`src/rtl/sprite_scroll_field.sv`:
```
// Scrolling background-sprite manager: spawns, moves and retires NUM_SLOTS sprites
// and resolves per-pixel coverage into a registered sprite-ROM address.
module sprite_scroll_field #(
  parameter int NUM_SLOTS   = 3,
  parameter int SPRITE_W    = 52,
  parameter int SPRITE_H    = 19,
  parameter int SPAWN_X     = 692,
  parameter int Y_BASE      = 240,
  parameter int RAND_W      = 7,
  parameter int SKIP_THRESH = 10,
  parameter int MIN_GAP     = 150,
  parameter int FULL_GAP    = 50,
  parameter int SKIP_GAP    = 80,
  parameter int ADDR_W      = 11
) (
  input  logic                 clk,
  input  logic                 rst,
  input  logic                 move_tick,
  input  logic                 run,
  input  logic                 clear,
  input  logic [RAND_W-1:0]    rand_in,
  input  logic [9:0]           h_cnt,
  input  logic [9:0]           v_cnt,
  output logic                 pix_valid,
  output logic [ADDR_W-1:0]    pix_addr,
  output logic [2:0]           pix_slot,
  output logic [NUM_SLOTS-1:0] active_mask,
  output logic                 spawn_pulse
);

  localparam logic [7:0]  GAP_MIN  = 8'(MIN_GAP);
  localparam logic [7:0]  GAP_FULL = 8'(FULL_GAP);
  localparam logic [7:0]  GAP_SKIP = 8'(SKIP_GAP);
  localparam logic [10:0] X_SPAWN  = 11'(SPAWN_X);
  localparam logic [9:0]  Y_BOT    = 10'(Y_BASE);
  localparam logic [11:0] W12      = 12'(SPRITE_W);
  localparam logic [11:0] H12      = 12'(SPRITE_H);
  localparam logic [31:0] SKIP_U   = 32'(SKIP_THRESH);

  logic [NUM_SLOTS-1:0] act_q, act_d;
  logic [10:0]          x_q [NUM_SLOTS];
  logic [10:0]          x_d [NUM_SLOTS];
  logic [9:0]           y_q [NUM_SLOTS];
  logic [9:0]           y_d [NUM_SLOTS];
  logic [7:0]           gap_q, gap_d;
  logic                 spawn_q, spawn_d;

  logic                 pix_valid_q, pix_valid_d;
  logic [ADDR_W-1:0]    pix_addr_q, pix_addr_d;
  logic [2:0]           pix_slot_q, pix_slot_d;

  logic [NUM_SLOTS-1:0] free_onehot;
  logic                 all_busy;
  logic                 skip_hit;
  logic [9:0]           spawn_y;

  logic [NUM_SLOTS-1:0] hit;
  logic [11:0]          row_off [NUM_SLOTS];
  logic [11:0]          col_off [NUM_SLOTS];

  // Decisions always look at the pre-tick active flags, so a slot freed this tick stays unusable.
  assign free_onehot = ~act_q & (act_q + NUM_SLOTS'(1));
  assign all_busy    = &act_q;
  assign skip_hit    = 32'(rand_in) < SKIP_U;
  assign spawn_y     = Y_BOT - 10'(rand_in);

  always_comb begin
    act_d   = act_q;
    x_d     = x_q;
    y_d     = y_q;
    gap_d   = gap_q;
    spawn_d = 1'b0;
    if (clear) begin
      act_d = '0;
      gap_d = '0;
      for (int i = 0; i < NUM_SLOTS; i++) begin
        x_d[i] = '0;
        y_d[i] = '0;
      end
    end else if (move_tick) begin
      if (!run) begin
        gap_d = '0;
      end else begin
        for (int i = 0; i < NUM_SLOTS; i++) begin
          if (act_q[i]) begin
            if (x_q[i] == 11'd0) act_d[i] = 1'b0;
            else                 x_d[i]   = x_q[i] - 11'd1;
          end
        end
        if (gap_q != GAP_MIN) begin
          gap_d = gap_q + 8'd1;
        end else if (all_busy) begin
          gap_d = GAP_FULL;
        end else if (skip_hit) begin
          gap_d = GAP_SKIP;
        end else begin
          gap_d   = '0;
          spawn_d = 1'b1;
          for (int i = 0; i < NUM_SLOTS; i++) begin
            if (free_onehot[i]) begin
              act_d[i] = 1'b1;
              x_d[i]   = X_SPAWN;
              y_d[i]   = spawn_y;
            end
          end
        end
      end
    end
  end

  // Offsets stay relative to the unclipped origin, so left-clipped sprites still address correctly.
  always_comb begin
    for (int i = 0; i < NUM_SLOTS; i++) begin
      hit[i] = act_q[i]
            && ({2'b00, h_cnt} < {1'b0, x_q[i]})
            && ({2'b00, h_cnt} + W12 >= {1'b0, x_q[i]})
            && ({2'b00, v_cnt} < {2'b00, y_q[i]})
            && ({2'b00, v_cnt} + H12 >= {2'b00, y_q[i]});
      row_off[i] = {2'b00, v_cnt} + H12 - {2'b00, y_q[i]};
      col_off[i] = {2'b00, h_cnt} + W12 - {1'b0, x_q[i]};
    end
  end

  always_comb begin
    pix_valid_d = 1'b0;
    pix_addr_d  = '0;
    pix_slot_d  = '0;
    for (int i = NUM_SLOTS - 1; i >= 0; i--) begin
      if (hit[i]) begin
        pix_valid_d = 1'b1;
        pix_addr_d  = ADDR_W'(row_off[i] * W12 + col_off[i]);
        pix_slot_d  = 3'(i);
      end
    end
  end

  always_ff @(posedge clk) begin
    if (rst) begin
      act_q       <= '0;
      gap_q       <= '0;
      spawn_q     <= 1'b0;
      pix_valid_q <= 1'b0;
      pix_addr_q  <= '0;
      pix_slot_q  <= '0;
      for (int i = 0; i < NUM_SLOTS; i++) begin
        x_q[i] <= '0;
        y_q[i] <= '0;
      end
    end else begin
      act_q       <= act_d;
      gap_q       <= gap_d;
      spawn_q     <= spawn_d;
      pix_valid_q <= pix_valid_d;
      pix_addr_q  <= pix_addr_d;
      pix_slot_q  <= pix_slot_d;
      for (int i = 0; i < NUM_SLOTS; i++) begin
        x_q[i] <= x_d[i];
        y_q[i] <= y_d[i];
      end
    end
  end

  assign pix_valid   = pix_valid_q;
  assign pix_addr    = pix_addr_q;
  assign pix_slot    = pix_slot_q;
  assign active_mask = act_q;
  assign spawn_pulse = spawn_q;

endmodule

```
`config.mk`:
```
export PLATFORM = sky130hd
export DESIGN_NAME = sprite_scroll_field
export DESIGN_NICKNAME = d
export VERILOG_FILES = /design/src/rtl/sprite_scroll_field.sv
export SDC_FILE = /design/constraint.sdc
export NUM_CORES = 1
export LEC_CHECK = 0
export BUFFER_PORTS_ARGS = -buffer_cell sky130_fd_sc_hd__buf_2
export CORE_UTILIZATION = 36
export CTS_BUF_LIST = sky130_fd_sc_hd__clkbuf_4
export DETAILED_ROUTE_END_ITERATION = 8
export SYNTH_ARGS = -nofsm -noshare
export SYNTH_HDL_FRONTEND = slang
export SYNTH_SLANG_ARGS = --single-unit
```
`constraint.sdc`:
```
create_clock -name clk -period 7.01 [get_ports clk]
set_input_delay 0.3505 -clock clk [delete_from_list [all_inputs] [get_ports clk]]
set_output_delay 0.3505 -clock clk [all_outputs]
set_load 0.01 [all_outputs]
```
==> results_dict.tcl, run 1 <==
set metrics [dict create \
    crit_path_top_delay_cell "fa_1" \
    critPathLaunchType "input port" \
    min_path_type "input port to flop" \
    portBuffers 49 \
    synth_commonest_cells "178 x inv_1, 177 x ha_1, 86 x a21oi_1, 86 x nor2_1, 83 x dfxtp_1" \
    syn_nets 1416 \
    cts_setup_buffers 0 \
    die_y_um 167 \
    drive_gt1_frac 0.0697 \
    syn_area_um2 9790 \
    power.switching_mw 1.46 \
    grt_pass1_vias 7677 \
    synthCells 1159 \
    drt_first_pass_iters 5 \
    fin_nets 1459 \
    power_frac_seq 0.147 \
    place_congestion 0.891 \
    ys_seq_area_frac 0.170 \
    drt_iter0_markers 504 \
    clkPwrFrac 0.096 \
    setup_tns_ps 0 \
    rows 59 \
    wl_per_cell_um 16.7 \
    drv_slew 0 \
    maxCapViolCount 0 \
    cts_root_buf "clkbuf_4" \
    num_vias 8011 \
    synth_top_cell_by_area "ha_1" \
    io_pins 51 \
    yosysWarningCount 0 \
    relSlewSlack 0.352 \
    critPathArrivalTime_ps 6000 \
    cts_htree_levels 3 \
    fill_cells 2658 \
    routed_wl_um 25800 \
    p_sw_frac 0.454 \
    async_reset_ff_frac 0 \
    rsz0062_at_grt "false" \
    area_growth_pct 7.49 \
    fin_skew_ps 21.4 \
    p_per_area_nw_per_um2 305 \
    p_int_mw 1.75 \
    drt_drc_violations_left 0 \
    grt_max_degree 47 \
    ant_nets 0 \
    grt_pass1_wl_um 40900 \
    dieArea_um2 27800 \
    viasPerCell 5.19 \
    min_period_ps 5620 \
    setup_viol 0 \
    end_kind "flop" \
    antenna_found_initial 3 \
    path_clk_slew_ps 160 \
    ctsHoldBuffers 0 \
    leakage_nw 4.64 \
    core_um2 26400 \
    seq_area_um2 1660 \
    cts_buffer_depth 2 \
    outcome "finished clean" \
    critPathKind "input port to flop" \
    syn_avg_cell_area_um2 8.44 \
    pre_cts_slack_ps 937 \
    fmax_ghz 0.178 \
    grt-ovfl-total 0 \
    yosysUniqueCellTypes 72 \
    cts_tree "built" \
    cts_made_buffers 9 \
    critPathMaxStageDelay_ps 530 \
    crit_fanout 5 \
    ys_ff_latch 83 \
    required_ps 7390 \
    hold_violations 0 \
    setup_slack_ps 1390 \
    period_share 0.802 \
    clock_latency_ps 460 \
    place_hpwl_um 22100 \
    finalPower_mw 3.21 \
    p_comb_frac 0.756 \
    grt_use_total 0.188 \
    synth_edf_count 0 \
    yosys-top-cells-area "ha_1 23%, dfxtp_1 17%, fa_1 9.8%, inv_1 6.8%, xnor2_1 6.6%" \
    cts_resized 0 \
    yosysMostFrequentCell "inv_1" \
    synth_ff_type "dfxtp_1" \
    cts.sinks 83 \
    yosysTopAreaCellShare 0.226 \
    peakVddDrop_uv 240 \
    multiInputGateArea_um2 7370 \
    start_util 0.371 \
    worst_slew_pin_slew_ps 967 \
    die_w_um 167 \
]
flip-flops by register name (all words and copies together) (netlist names):
name / count
gap_q: 8
active_mask: 3
y_q: 24
pix_valid: 1
pix_slot: 2
x_q: 33
spawn_pulse: 1
pix_addr: 11
critical path: cells and delay by family:
kind,cells,cell delay [ps]
fa+ha+maj,6,1940
compound gates,4,950
simple gates,4,630
buf+inv,5,420
xor+xnor,8,1690
metal layers:
layer	vias up	wire, um	global-route usage
met5	-	0	0
met4	0	584	0.0568
met3	27	910	0.0242
met2	135	11600	0.304
met1	3784	12700	0.261
li1	4065	-	-
power groups by stage:
stage	logic, mW	registers, mW	clock network [mW]
after CTS	2.44	0.473	0.321
after floorplan	1.99	0.482	0
after global placement	2.39	0.483	0
after global routing	2.75	0.473	0.336
after detailed placement	2.42	0.483	0
final	2.43	0.472	0.310
through the flow:
stage                     utilization  hold slack [ps]  cell area (um2)  std cells
after floorplan                     -              417             9790       1159
after global placement          0.394              444            10400       1526
after detailed placement        0.394              447            10400       1526
after CTS                       0.399              145            10500       1541
after global routing            0.399              141            10500       1543
final                           0.399              172            10500       1544
final timing paths:
| path | startpoint | end | slack, ps | cells past startpoint |
|---|---|---|---|---|
| worst max register to register | y_q[0]$_SDFFE_PP0P_ | pix_addr[10]$_SDFF_PP0_ | 1500 | 24 |
| worst min-delay path | rand_in[0] | y_q[10]$_SDFFE_PP0P_ | 170 | 3 |
| worst min register to register | y_q[12]$_SDFFE_PP0P_ | y_q[12]$_SDFFE_PP0P_ | 470 | 2 |
| worst max-delay path | v_cnt[0] | pix_addr[10]$_SDFF_PP0_ | 1390 | 27 |
layout by cell type, fill, tap and decap left out, types with 4 or more instances in the layout:
cell type  instances
or3_1             11
xnor3_1            5
nand3_1           14
nand4b_1           5
fa_1              48
nand4_1           12
a31oi_1            6
inv_1            178
nor2b_1           17
o21bai_1          11
a21oi_1           86
dfxtp_1           83
a21o_1            23
nand2_1           65
or2_2              4
a2111oi_0          4
nor2_1            86
or4_1              4
o21ai_0           43
xnor2_1           74
and3_1             7
clkbuf_4           9
ha_1             177
nand2b_1          12
xor2_1            27
buf_2             49
o21a_1            10
mux2i_1           13
a211oi_1          20
a22oi_1            5
nor3_1            27
nor4_1             9
area by class of cell:
type | instances | area share
repair buffers | 50 | 0.0240
diodes | 3 | 0.000714
inverters | 178 | 0.0635
well taps | 335 | 0.0398
clock buffers | 9 | 0.00642
flip-flops and latches | 83 | 0.158
clock inverters | 6 | 0.00690
multi-input cells | 880 | 0.701
logic make-up (layout without fill, tap and decap cells):
logic type | after synthesis | after routing | share of synthesized area
AND/OR/NAND/NOR | 289 | 289 | 0.149
flip-flops | 83 | 83 | 0.170
XOR/XNOR | 106 | 106 | 0.102
AO/OA/AOI/OAI | 246 | 246 | 0.164
buffers and inverters | 196 | 243 | 0.0771
multiplexers | 13 | 13 | 0.0133
adder cells (fa/ha/maj) | 225 | 225 | 0.324
other | 1 | 4 | 0.000383
Power figures use the tool's default switching activity.
==> run 2, diff against run 1 <==
ABC_AREA = 1   (was not set)
clock period = 4.91 ns   (was 7.01 ns; I/O delays follow)
==> run 2 against run 1 <==
Cell count up 37%; combinational power up 120%; sequential share of layout area down 3.1 points; hold slack worse by 83 ps; total power up 100%; critical path type is now flop to flop.
==> results_dict.tcl, run 2 <==
set metrics [dict create \
    min_period_ps 4770 \
    maxCapViolCount 0 \
    hold_violations 0 \
    rows 63 \
    finalPower_mw 6.53 \
    ys_seq_area_frac 0.154 \
    drive_gt1_frac 0.193 \
    path_clk_slew_ps 140 \
    drv_slew 0 \
    period_share 0.971 \
    relSlewSlack 0.450 \
    place_congestion 0.949 \
    grt_pass1_vias 10100 \
    final_common_cell "inv_1" \
    cts_tree "built" \
    portBuffers 49 \
    synthAdderAreaFrac 0.294 \
    grt-ovfl-total 0 \
    yosysMostFrequentCell "inv_1" \
    p_per_area_nw_per_um2 495 \
    yosysWarningCount 0 \
    yosys-top-cells-area "ha_1 20%, dfxtp_1 15%, inv_1 11%, nand2_1 9.4%, fa_1 8.9%" \
    synth_mux_area_frac 0 \
    peakVddDrop_uv 392 \
    fmax_ghz 0.210 \
    outcome "finished clean" \
    antenna_found_initial 1 \
    crit_path_top_delay_cell "fa_1" \
    synthCells 1546 \
    synth_commonest_cells "309 x inv_1, 272 x nand2_1, 177 x ha_1" \
    largest_register_ffs 33 \
    yosysTopAreaCellShare 0.205 \
    layout_common_cells "300 x inv_1, 265 x nand2_1, 149 x ha_1" \
    ys_ff_latch 83 \
    cts_buffer_depth 2 \
    fill_cells 2984 \
    grt_pass1_wl_um 52200 \
    yosysUniqueCellTypes 53 \
    grt_max_degree 32 \
    ant_nets 0 \
    cts_root_buf "clkbuf_4" \
    synth_ff_type "dfxtp_1" \
    dieArea_um2 30700 \
    required_ps 5320 \
    drt_iter0_markers 738 \
    io_pins 51 \
    num_vias 10600 \
    finish.utilization 0.446 \
    cts.sinks 83 \
    setup_viol 0 \
    top_register "x_q" \
    hold_path_depth 3 \
    synth_edf_count 0 \
    drt_first_pass_iters 5 \
    setup_tns_ps 0 \
    drt_drc_violations_left 0 \
    die_w_um 175 \
    critPathKind "flop to flop" \
    die_y_um 175 \
    async_reset_ff_frac 0 \
    critPathMaxStageDelay_ps 500 \
    fin_nets 1975 \
    syn_nets 1803 \
    synthSimpleGateAreaFrac 0.245 \
    leakage_nw 6.51 \
    viasPerCell 5.01 \
    min_path_type "input port to flop" \
    critPathArrivalTime_ps 5180 \
    cts_htree_levels 3 \
    reg2regPathDepth 26 \
    fin_skew_ps 40.9 \
    routed_wl_um 33500 \
    worst_slew_pin_slew_ps 823 \
    synth_top_family_by_area "adder cells" \
    place_hpwl_um 27800 \
    area_growth_pct 22.0 \
    crit_top_cell "inv_1" \
    wl_per_cell_um 15.8 \
    end_kind "flop" \
    synthXorXnorAreaFrac 0.0543 \
    core_um2 29600 \
    start_util 0.366 \
    final_cells 2114 \
    dp_cells 2088 \
    synth_top_cell_by_area "ha_1" \
    cts_made_buffers 9 \
    syn_area_um2 10800 \
    synth_compound_area_frac 0.133 \
    clock_latency_ps 520 \
    crit_fanout 4 \
    grt_use_total 0.219 \
    critPathLaunchType "flop" \
    syn_avg_cell_area_um2 6.99 \
]
## run 2: layer usage
layer	share of wire	track usage	vias to the layer above
met5	0	0	-
met4	0.028	0.0768	0
met3	0.052	0.0320	43
met2	0.46	0.362	285
met1	0.46	0.289	4908
li1	-	-	5361
## run 2: worst paths after layout
kind                         from                 endpoint  slack [ps]
min                    rand_in[0]     y_q[10]$_SDFFE_PP0P_          90
max          y_q[10]$_SDFFE_PP0P_  pix_addr[10]$_SDFF_PP0_         140
min reg2reg  x_q[10]$_SDFFE_PP0P_     x_q[10]$_SDFFE_PP0P_         490
max reg2reg  y_q[10]$_SDFFE_PP0P_  pix_addr[10]$_SDFF_PP0_         140
## run 2: repair_timing
item	in CTS	in global routing
setup endpoints to repair	1	3
endpoints found under the hold margin	1	0
hold buffers	1	0
gates resized for setup	9	93
pin swaps	0	50
setup buffers	0	8
## run 2: area by class of cell
cell class | instances | area [um2] | share of cell area
Multi-Input combinational cell | 1129 | 8470 | 0.642
Sequential cell | 83 | 1680 | 0.127
Timing Repair Buffer | 177 | 1210 | 0.0917
Inverter | 318 | 1200 | 0.0907
Tap cell | 390 | 488 | 0.0370
Clock inverter | 7 | 73.8 | 0.00560
Clock buffer | 9 | 67.6 | 0.00512
Antenna cell | 1 | 2.50 | 0.000190
## run 2: cell families after synthesis
family          after synthesis
simple gates                585
buf+inv                     334
compound gates              251
fa+ha+maj                   225
flops                        83
xor+xnor                     67
other cells                   1
## run 2: power breakdown
| group | switching (mW) | leakage, nW | internal [mW] | total [mW] |
|---|---|---|---|---|
| logic | 2.86 | 5.76 | 2.56 | 5.41 |
| registers | 0.00113 | 0.674 | 0.673 | 0.674 |
| clock network | 0.281 | 0.0767 | 0.157 | 0.438 |
| total | 3.14 | 6.51 | 3.39 | 6.53 |
## run 2: per-stage QoR
stage               worst slack [ps]  cell area [um2]  hold slack, ps
floorplan                       10.1            10800             345
CTS                             1.58            12600            51.0
global placement                -310            12400             454
finish                           141            13200            88.7
global route                   -36.1            13200            70.0
detailed placement              -474            12400             457
## run 2: critical path, delay by kind of cell (launching register included)
family / cells / cell delay [ps]
AO/OA/AOI/OAI: 2 / 230
XOR/XNOR: 3 / 470
adder cells (fa/ha/maj): 7 / 2370
buffers and inverters: 5 / 390
flip-flops: 1 / 360
AND/OR/NAND/NOR: 9 / 860
==> run 3, diff against run 2 <==
--- a/config.mk
+++ b/config.mk
@@ -8,3 +8,3 @@
 export ABC_AREA = 1
-export BUFFER_PORTS_ARGS = -buffer_cell sky130_fd_sc_hd__buf_2
+export CORE_MARGIN = 3
 export CORE_UTILIZATION = 36
@@ -12,2 +12,3 @@
 export DETAILED_ROUTE_END_ITERATION = 8
+export DONT_BUFFER_PORTS = 1
 export SYNTH_ARGS = -nofsm -noshare
--- a/constraint.sdc
+++ b/constraint.sdc
@@ -3,2 +3,2 @@
 set_output_delay 0.2455 -clock clk [all_outputs]
-set_load 0.01 [all_outputs]
+set_load 0.1 [all_outputs]
==> run 3 against run 2 <==
Die area grew 4.6%; hold slack lost 22 ps; sequential cell count is the same; register-to-register slack lost 20 ps; global-route usage shrank 1.1 points; routed wire length grew 0.21%; final area shrank 2.5%; non-clock buffer count shrank 68; largest cell class unchanged; total power shrank 1.7%; setup slack lost 17 ps; first-iteration DRC count shrank 6.4%; count of clock-buffer cells in the layout is the same.
==> results_dict.tcl, run 3 (synthesized netlist as in run 2, its figures left out) <==
set metrics [dict create \
    drt_first_pass_iters 5 \
    crit_path_top_delay_cell "fa_1" \
    place_hpwl_um 27800 \
    routed_wl_um 33500 \
    critPathTopFamily "adder cells" \
    layout_common_cells "295 x inv_1, 262 x nand2_1, 149 x ha_1" \
    die_w_um 179 \
    maxCapViolCount 0 \
    grt_pass1_vias 9870 \
    fmax_ghz 0.209 \
    dp_cells 2012 \
    leakage_nw 6.21 \
    min_path_type "input port to flop" \
    critPathKind "flop to flop" \
    cts_made_buffers 9 \
    grt_use_total 0.208 \
    required_ps 5380 \
    rows 62 \
    antenna_found_initial 1 \
    min_period_ps 4790 \
    portBuffers 0 \
    outcome "finished clean" \
    grt_pass1_wl_um 51400 \
    cts_buffer_depth 2 \
    largest_register_ffs 33 \
    grt-ovfl-total 0 \
    final_common_cell "inv_1" \
    cts_root_buf "clkbuf_4" \
    rsz0062_at_grt "true" \
    crit_buf_inv 5 \
    fin_skew_ps 36.1 \
    start_util 0.371 \
    critPathMaxStageDelay_ps 520 \
    worst_slew_pin_slew_ps 1120 \
    grt_max_degree 32 \
    relSlewSlack 0.254 \
    multiInputGateArea_um2 8510 \
    fin_nets 1907 \
    cts.sinks 83 \
    drt_drc_violations_left 0 \
    area_growth_pct 18.9 \
    pre_cts_slack_ps -362 \
    ant_nets 0 \
    dieArea_um2 32100 \
    io_pins 51 \
    p_per_area_nw_per_um2 499 \
    wl_per_cell_um 16.4 \
    period_share 0.975 \
    drv_slew 0 \
    finalPower_mw 6.42 \
    crit_top_cell "inv_2" \
    end_kind "flop" \
    cts_tree "built" \
    hold_violations 0 \
    drive_gt1_frac 0.162 \
    final_cells 2040 \
    crit_fanout 4 \
    num_vias 10400 \
    fill_cells 2972 \
    critPathArrivalTime_ps 5260 \
    die_y_um 179 \
    top_register "x_q" \
    drt_iter0_markers 691 \
    setup_slack_ps 124 \
    peakVddDrop_uv 431 \
    critPathLaunchType "flop" \
    core_um2 29200 \
    place_congestion 0.919 \
    cts_htree_levels 3 \
    path_clk_slew_ps 160 \
    viasPerCell 5.08 \
    clock_latency_ps 520 \
    seq_area_um2 1680 \
    setup_viol 0 \
]
[run 3: final cells by class]
cell class              count  share of cell area
clock inverters             7             0.00643
clock buffers               9             0.00526
multi-input cells        1129               0.662
repair buffers            109              0.0646
inverters                 318              0.0931
diodes                      1            0.000195
well taps                 384              0.0374
flip-flops and latches     83               0.131
[run 3: worst register-to-register path: stages (launching register included)]
cell and delay (ps):
dfxtp_4 390, buf_4 140, fa_2 470, o21bai_4 210
xor2_2 90, ha_1 290, inv_2 40, fa_1 510
inv_2 40, ha_4 220, a21oi_2 130, nand2_2 70
xnor2_2 150, fa_1 520, inv_2 50, ha_4 220
a21o_1 180, a31oi_1 170, nand2_1 100, o21ai_0 200
nand2_2 90, inv_2 60, nand3_2 80, a21oi_2 160
nor2_1 60, nor2_1 100
[run 3: metrics by stage]
| stage | hold WS (ps) | area [um2] | setup TNS, ps | util |
|---|---|---|---|---|
| after global placement | 350 | 12000 | -373 | 0.410 |
| final | 67.1 | 12900 | 0 | 0.441 |
| after global routing | 25.9 | 12900 | -146 | 0.441 |
| after CTS | 22.5 | 12200 | 0 | 0.419 |
| after floorplan | 345 | 10800 | 0 | - |
| after detailed placement | 352 | 12000 | -713 | 0.410 |
[run 3: timing repair]
| item | CTS | global route |
|---|---|---|
| endpoints found under the setup margin | 1 | 3 |
| pin swaps | 1 | 55 |
| hold buffers | 5 | 0 |
| gates cloned | 0 | 0 |
| hold endpoints to repair | 16 | 0 |
| buffers inserted | 0 | 6 |
| resized for setup | 11 | 104 |
[run 3: worst paths after layout]
check                             from                       to  slack, ps  cells past startpoint
hold / removal              rand_in[0]     y_q[13]$_SDFFE_PP0P_         70                      5
setup / recovery   y_q[1]$_SDFFE_PP0P_  pix_addr[10]$_SDFF_PP0_        120                     25
setup reg to reg   y_q[1]$_SDFFE_PP0P_  pix_addr[10]$_SDFF_PP0_        120                     25
hold reg to reg   x_q[10]$_SDFFE_PP0P_     x_q[10]$_SDFFE_PP0P_        480                      2
[run 3: power breakdown]
group	total, mW	internal [mW]	switching (mW)
Sequential	0.674	0.673	0.00102
Combinational	5.29	2.49	2.81
Clock	0.451	0.162	0.289
Total	6.42	3.32	3.10
[run 3: routing by layer]
layer / track usage / share of wire
met4: 0.0767 / 0.031
met1: 0.276 / 0.46
met3: 0.0337 / 0.052
met5: 0 / 0
met2: 0.339 / 0.46
